--- src/rtl/ifetch_queue.sv ---
// Instruction prefetch queue: issues single-outstanding word fetches and buffers up to DEPTH
// {pc, instr} entries. On a redirect the queue is flushed and fetching restarts at the new pc.
// If a request is still in flight when the redirect arrives, its data is dropped when it returns.

`ifndef WORDSIZE
`define WORDSIZE 16
`endif

module ifetch_queue #(
   parameter int unsigned    N        = `WORDSIZE,
   parameter int unsigned    DEPTH    = 4,
   parameter logic [N-1:0]   RESET_PC = '0
) (
   input  logic         clk,
   input  logic         reset,
   output logic         mem_req,
   output logic [N-1:0] mem_addr,
   input  logic         mem_ack,
   input  logic [N-1:0] mem_rdata,
   input  logic         redirect,
   input  logic [N-1:0] redirect_pc,
   output logic [N-1:0] instr,
   output logic [N-1:0] instr_pc,
   output logic         instr_valid,
   input  logic         instr_ready
);

   localparam int unsigned AW = (DEPTH > 1) ? $clog2(DEPTH) : 1;
   localparam int unsigned CW = $clog2(DEPTH + 1);
   localparam logic [CW-1:0] DEPTH_C = CW'(DEPTH);

   typedef enum logic [1:0] {StIdle, StWait, StDrop} state_t;

   state_t        state_q, state_d;
   logic [N-1:0]  fetch_pc_q, fetch_pc_d;
   logic [N-1:0]  pend_pc_q, pend_pc_d;
   logic          mem_req_q, mem_req_d;

   logic [N-1:0]  instr_mem_q [DEPTH];
   logic [N-1:0]  pc_mem_q    [DEPTH];
   logic [AW-1:0] head_q, tail_q;
   logic [CW-1:0] count_q, count_d;
   logic          valid_q;

   logic          pop;
   logic          push;
   logic [CW-1:0] cnt_n;

   assign pop   = valid_q & instr_ready;
   assign cnt_n = count_q - CW'(pop);
   // Only a live WAIT request ever delivers data; DROP data and redirect-edge data are discarded.
   assign push  = (state_q == StWait) & mem_ack & ~redirect;

   assign count_d = redirect ? '0 : (count_q + CW'(push) - CW'(pop));

   // Next-state and fetch/pending address selection.
   always_comb begin
      state_d    = state_q;
      fetch_pc_d = fetch_pc_q;
      pend_pc_d  = pend_pc_q;
      unique case (state_q)
         StIdle: begin
            if (redirect) begin
               fetch_pc_d = redirect_pc;
               state_d    = StWait;
            end else if (cnt_n < DEPTH_C) begin
               state_d = StWait;
            end
         end
         StWait: begin
            if (mem_ack) begin
               if (redirect) begin
                  fetch_pc_d = redirect_pc;
               end else begin
                  fetch_pc_d = fetch_pc_q + N'(1);
                  // Keep fetching only if the pushed word still leaves a free slot.
                  state_d    = ((cnt_n + CW'(1)) < DEPTH_C) ? StWait : StIdle;
               end
            end else if (redirect) begin
               // Address must stay stable until the ack, so park the target.
               pend_pc_d = redirect_pc;
               state_d   = StDrop;
            end
         end
         StDrop: begin
            if (mem_ack) begin
               fetch_pc_d = redirect ? redirect_pc : pend_pc_q;
               state_d    = StWait;
            end else if (redirect) begin
               pend_pc_d = redirect_pc;
            end
         end
         default: state_d = StIdle;
      endcase
      mem_req_d = (state_d != StIdle);
   end

   // FSM state, fetch/pending pcs and the registered request strobe.
   always_ff @(posedge clk or posedge reset) begin
      if (reset) begin
         state_q    <= StIdle;
         fetch_pc_q <= RESET_PC;
         pend_pc_q  <= '0;
         mem_req_q  <= 1'b0;
      end else begin
         state_q    <= state_d;
         fetch_pc_q <= fetch_pc_d;
         pend_pc_q  <= pend_pc_d;
         mem_req_q  <= mem_req_d;
      end
   end

   // Queue pointers, occupancy and registered head-valid flag.
   always_ff @(posedge clk or posedge reset) begin
      if (reset) begin
         head_q  <= '0;
         tail_q  <= '0;
         count_q <= '0;
         valid_q <= 1'b0;
      end else begin
         count_q <= count_d;
         valid_q <= (count_d != '0);
         if (redirect) begin
            head_q <= '0;
            tail_q <= '0;
         end else begin
            if (push) tail_q <= tail_q + AW'(1);
            if (pop)  head_q <= head_q + AW'(1);
         end
      end
   end

   // Entry storage; contents are only observed through the valid-gated head.
   always_ff @(posedge clk) begin
      if (push) begin
         instr_mem_q[tail_q] <= mem_rdata;
         pc_mem_q[tail_q]    <= fetch_pc_q;
      end
   end

   assign mem_req     = mem_req_q;
   assign mem_addr    = fetch_pc_q;
   assign instr_valid = valid_q;
   assign instr       = valid_q ? instr_mem_q[head_q] : '0;
   assign instr_pc    = valid_q ? pc_mem_q[head_q] : '0;

endmodule

--- config.mk ---
export PLATFORM = sky130hd
export DESIGN_NAME = ifetch_queue
export DESIGN_NICKNAME = d
export VERILOG_FILES = /design/src/rtl/ifetch_queue.sv
export SDC_FILE = /design/constraint.sdc
export NUM_CORES = 1
export LEC_CHECK = 0
export CAP_MARGIN = 20
export CORE_MARGIN = 3
export CORE_UTILIZATION = 60
export DETAILED_ROUTE_END_ITERATION = 10
export GPL_TIMING_DRIVEN = 0
export PLACE_DENSITY = 0.85
export SLEW_MARGIN = 30
export SYNTH_ARGS = -nofsm -noshare
export SYNTH_HDL_FRONTEND = slang
export SYNTH_SLANG_ARGS = --single-unit
--- constraint.sdc ---
create_clock -name clk -period 7.9 [get_ports clk]
set_input_delay 1.58 -clock clk [delete_from_list [all_inputs] [get_ports clk]]
set_output_delay 1.58 -clock clk [all_outputs]
set_load 0.05 [all_outputs]
* Word level (Yosys, flattened, before mapping)
Memories as Yosys holds them, arrays and structs flattened.
Index checks and enable logic that the tools add are counted.
** Word-level totals
- Latch bits :: 0
- RAM bits :: 128
- Flip-flop bits (word level) :: 43
- Word-level logic and storage cells :: 61
- Memories kept :: 2
- Input bits :: 37
- ROM bits :: 0
- Output and inout port bits :: 50
** Memory list
- instr_mem_q :: words 4, bits a word 16, rd ports 1, clocked after Yosys merged registers in 0, write ports 1, RTL line 39 : logic [N-1:0] instr_mem_q [DEPTH];
- pc_mem_q :: words 4, bits a word 16, rd ports 1, clocked after Yosys merged registers in 0, write ports 1, RTL line 40 : logic [N-1:0] pc_mem_q [DEPTH];
** Operators by class
- Mux-type cells :: 23
- Bitwise operators :: 5
- Equality and inequality tests :: 5
- Multipliers :: 0
- $lt $le $gt $ge :: 2
- Reduce and logical (&&, ||, !) cells :: 9
- Add/sub/neg operators :: 7
- Div/mod/pow operators :: 0
- Shifts and indexed selects :: 0
** Operator list (count)
- $mux W16 :: 7
- $pmux W16 S3 :: 1
- $mux W2 :: 10
- $add A16 B1 Y16 const B :: 1
- $lt A3 B3 Y1 const B :: 2
- $ne A2 B2 Y1 const B :: 3
- $pmux W2 S3 :: 1
- $reduce_bool A2 Y1 :: 3
- $reduce_bool A3 Y1 :: 2
- $sub A3 B1 Y3 :: 2
- $add A2 B1 Y2 const B :: 2
- $reduce_and A4 Y1 :: 1
- $add A3 B1 Y3 :: 1
- $add A3 B1 Y3 const B :: 1
- $and A1 B1 Y1 :: 3
- $mux W1 :: 3
- $mux W3 :: 1
- $eq A2 B1 Y1 const B :: 1
- $eq A2 B2 Y1 const B :: 1
- $logic_not A2 Y1 :: 1
- $not A1 Y1 :: 2
- $reduce_and A2 Y1 :: 1
- $reduce_or A2 Y1 :: 1

* Longest topological paths before layout
- Depth after elaboration :: 9
- Mapped depth :: 12
- Depth with buffers taken out :: 11

* Worst setup path after synthesis
OpenSTA, ideal clock, no wires.
- Kind :: input port to flip-flop
- Start :: input mem_ack
- End :: register valid_q (netlist: instr_valid)
- Buffers on the path :: 1
- Slack :: 4.412 ns
- Arrival :: 3.357 ns
- Stages :: 10
- Setup time :: 0.131 ns
- Required time :: 7.769 ns
- Cell sequence :: clkbuf_1 -> inv_1 -> nor3_1 -> xnor2_1 -> ha_1 -> inv_1 -> fa_1 -> xnor2_1 -> nor2_1 -> or3_1
** On the way
- Word-level cells in the longest chain between the ends :: 6
** Ends and longest elaborated chain
- start: declaration :: RTL line 18 : input logic mem_ack,
- $and A1 B1 Y1 (2 in series) :: RTL line 52 : assign push = (state_q == StWait) & mem_ack & ~redirect;
- $add A3 B1 Y3 :: RTL line 54 : assign count_d = redirect ? '0 : (count_q + CW'(push) - CW'(pop));
- $sub A3 B1 Y3 :: RTL line 54
- $mux W3 :: RTL line 54
- net count_d[2] :: RTL line 42 : logic [CW-1:0] count_q, count_d;
- $reduce_bool A3 Y1 :: RTL line 122 : valid_q <= (count_d != '0);
- end signal: assignment :: RTL line 122
- end: declaration :: RTL line 43 : logic valid_q;
The timed path passes the listed nets, and every way through them passes these cells.
A chain may end at the register's enable or synchronous reset.

* Worst setup path in the final report
- Start :: register head_q[0]
- End :: output instr_pc[7]
** On the way
- Word-level cells in the longest chain between the ends :: 2
** Ends and longest elaborated chain
- start: declaration :: RTL line 41 : logic [AW-1:0] head_q, tail_q;
- start signal: assignment :: RTL line 128 : if (pop) head_q <= head_q + AW'(1);
- $mem_v2 Z4 W16
- $mux W16 :: RTL line 145 : assign instr_pc = valid_q ? pc_mem_q[head_q] : '0;
- end: declaration :: RTL line 23 : output logic [N-1:0] instr_pc,
Every way passes these cells.

==> impl_results.md <==
- Final Skew: 8.74 ps
- Core Rows: 40
- Post-CTS Setup Inserts: 0
- Clk buf depth: 2
- Setup Total Neg Slack: 0 ps
- Period minus WS final: about 4600 ps
- Total gr overflow: 0
- Reg clk slew, reported paths: approximately 60 ps
- Total GRT Usage: 25.2%
- H-tree depth: 4
- Status: finished, final reports clean
- Clk root buf: clkbuf_16
- Logic pwr share: ~41%
- Final period util: between 50% and 60%
- Sequential power share: 37.3%
- Slew @ Worst Pin: approximately 670 ps
- Most common cell after layout, fill and taps aside: edfxtp_1
- Bufs and invs on worst path: 3
- Highest-count cells in the layout ignoring fill and taps: edfxtp_1 (128), clkdlybuf4s50_1 (86), dfrtp_1 (43)
- Critical Path RT: roughly 6300 ps
- Vias in the first global route: 4920
- CP Max Fanout: 10
- Worst Path Arrival: approximately 3100 ps
- P_int: about 2.2 mW
- PostCTS Resize Cnt: 0
- VDD IR-drop max: between 0.0002 and 0.0003 V
- Post-synthesis sequential element count: 171
- Die area: ~14000 sq um
- Area delta synth->final: 22.7%
- Min-delay worst type: reg2reg
- CP startpoint kind: flip-flop
- DR iter-0 viols: 569
- Slew headroom: a little under three fifths
- TritonCTS clock tree: done
- Clock sink total: approximately 170
- Initial Utilization: 62.3%
- Largest net degree at the start of global routing: 27
- Final layout net count: 670
- R2r worst-path depth: 12
- TritonCTS Buffers: 17
- Synth Instances: a little over 500
- Sequential fraction of the synthesis area: between 60% and 70%
- First-pass GRT wire length: 27100 um
- CP top delay family: buffers and inverters
- Routed WL: about 17000 um
- Wire per inst: 21.5 um
- Synth Area per Inst: ~15 sq um
- Clock power frac: between 20% and 30%
- Post-synth EDFFs: 128
- Post-layout util: roughly 76%
- Total number of vias: about 5000
- Initial antenna violation count: 0
- Cell variety after synth: 54
- Critical Path End Type: primary output
- # diodes: 0
- Max incr delay on CP: 720 ps
- WS Path Type: reg2out
- Placer Congestion: ~0.91
- F_max: around 220 MHz
- Pleak: 3.28 nW
- Switching power share of the total: approximately two fifths
- Net count after synthesis: 560
- Pre-CTS WS: 3660 ps
- Stages on worst setup path: 5
- Initial DRT Pass Iterations: 5
- Syn. warnings: 0
- PnR worst setup slack: approximately 3300 ps
- Die Y: 119 um
- # IOs: 87
- Final setup fails: 0
- Area occupied by multi-input gates: between 2000 and 3000 sq um
- Critical path, cell by cell: clkbuf_1 > buf_2 > mux4_2 > and2_1 > clkdlybuf4s50_1
- Hold Path Stages: 1
- PortBufs: 86
- HPWL after DPL: about 11000 um
- Synthesized cell area: ~7600 sq um
- Max_cap viols: 0
- Layout cells sized above 1: roughly an eighth
- Primary FF master, synth: edfxtp_1
- DRC Markers: 0
- Hold_ws: approximately 490 ps
- Fin. max-slew vios: 0
- DRT antenna net count: 0
- Core Footprint: around 12000 sq um
- Hold buffer count at CTS: 0
- Filler cell count: between 700 and 800
- Seq. cell area: slightly below 5000 sq um
- Die Span X: approximately 120 um
- Hold Violations, Final: 0
- Worst skew pair latency: approximately 430 ps
- Vias per cell: roughly 6.2
- Slowest-stage cell, CP: clkdlybuf4s50_1
- Switching pwr: ~1.4 mW
- Asr flop ratio synth: 25.1%
- RSZ-0062 raised after global routing: no
- Power Density: between 300 and 400 nW/um^2
==> stage by stage <==
step           cell area (sq um)  cells  power [mW]
3_3_place_gp                8680    764        2.76
3_5_place_dp                8790    769        2.82
6_report                    9340    801        3.62
4_1_cts                     9340    801        3.62
5_1_grt                     9340    801        3.77
2_1_floorplan               7610    510        2.33
==> worst register-to-register path, cell delays in order (launching register included) <==
cell and delay (ps):
dfrtp_1 430, inv_1 110, ha_1 240, clkbuf_1 480
inv_2 120, nor3_1 370, xnor2_1 170, ha_1 170
inv_1 50, fa_1 380, xnor2_1 170, nor2_1 60
or3_1 310
==> path summary, 6_finish.rpt <==
kind	start	end	slack (ps)
max in group asynchronous	reset	mem_addr[12]$_DFFE_PP0P_	5960
worst min-delay path	pend_pc_q[13]$_DFFE_PP0P_	pend_pc_q[13]$_DFFE_PP0P_	490
worst max-delay path	head_q[0]$_DFFE_PP0P_	instr_pc[7]	3260
worst min register to register	pend_pc_q[13]$_DFFE_PP0P_	pend_pc_q[13]$_DFFE_PP0P_	490
worst max register to register	state_q[1]$_DFF_PP0_	instr_valid$_DFF_PP0_	4710
min in group asynchronous	reset	state_q[0]$_DFF_PP0_	1460
==> final cells by class <==
type | instances | area share, %
clock inverters | 7 | 1.04
clock buffers | 25 | 4.88
plain buffers | 28 | 1.26
inverters | 20 | 0.804
repair buffers | 91 | 10.3
flip-flops and latches | 171 | 52.7
multi-input cells | 291 | 26.8
well taps | 168 | 2.25
==> state kept, by name, summed over array words and instances (netlist names) <==
name and flops:
count_q 3, mem_addr 16, mem_req 1, pend_pc_q 16, instr_valid 1, state_q 2
head_q 2, pc_mem_q 64, instr_mem_q 64, tail_q 2
==> power groups by stage <==
stage                     sequential (mW)  clock (mW)  combinational, mW
after global placement               1.34           0               1.42
after detailed placement             1.36           0               1.46
after floorplan                      1.46           0              0.876
after global routing                 1.37       0.834               1.57
final                                1.35       0.790               1.48
after CTS                            1.35       0.799               1.48
==> logic make-up after synthesis <==
kind of cell    after synthesis  share of synthesized area, %
simple gates                136                          9.93
fa+ha+maj                    13                          2.24
flops                       171                          64.6
compound gates               81                          7.31
mux                          49                          12.0
xor+xnor                     12                          1.38
buf+inv                      48                          2.53
==> synthesized netlist by cell type, types with 2 or more instances <==
master / n / area [sq um]
a21oi_1: 9 / 45.0
a221oi_1: 6 / 52.6
a22o_1: 6 / 52.6
a22oi_1: 8 / 60.1
a31oi_1: 4 / 25.0
and2_1: 32 / 200
and3_1: 8 / 50.1
buf_2: 7 / 35.0
clkbuf_1: 19 / 71.3
dfrtp_1: 43 / 1080
edfxtp_1: 128 / 3840
ha_1: 12 / 150
inv_1: 18 / 67.6
inv_2: 2 / 7.51
mux2_1: 17 / 191
mux4_2: 32 / 721
nand2_1: 22 / 82.6
nand2b_1: 3 / 18.8
nand3_1: 9 / 45.0
nand4_1: 2 / 12.5
nor2_1: 25 / 93.8
nor2b_1: 6 / 37.5
nor3_1: 8 / 40.0
nor3b_1: 3 / 22.5
nor4_1: 3 / 18.8
o211a_1: 2 / 20.0
o211ai_1: 6 / 45.0
o21ai_0: 10 / 50.1
o21ai_1: 15 / 75.1
o221ai_1: 4 / 35.0
o2bb2ai_1: 3 / 26.3
or3_1: 6 / 37.5
xnor2_1: 7 / 61.3
xor2_1: 5 / 43.8
==> layer usage <==
metal	global-route usage, %	routed length, um	up-vias
met4	8.76	367	0
met2	42.5	8870	286
met5	0	0	-
met3	5.74	1230	44
met1	32.5	6720	2483
li1	-	-	2177
(Power assumes the default switching activity.)
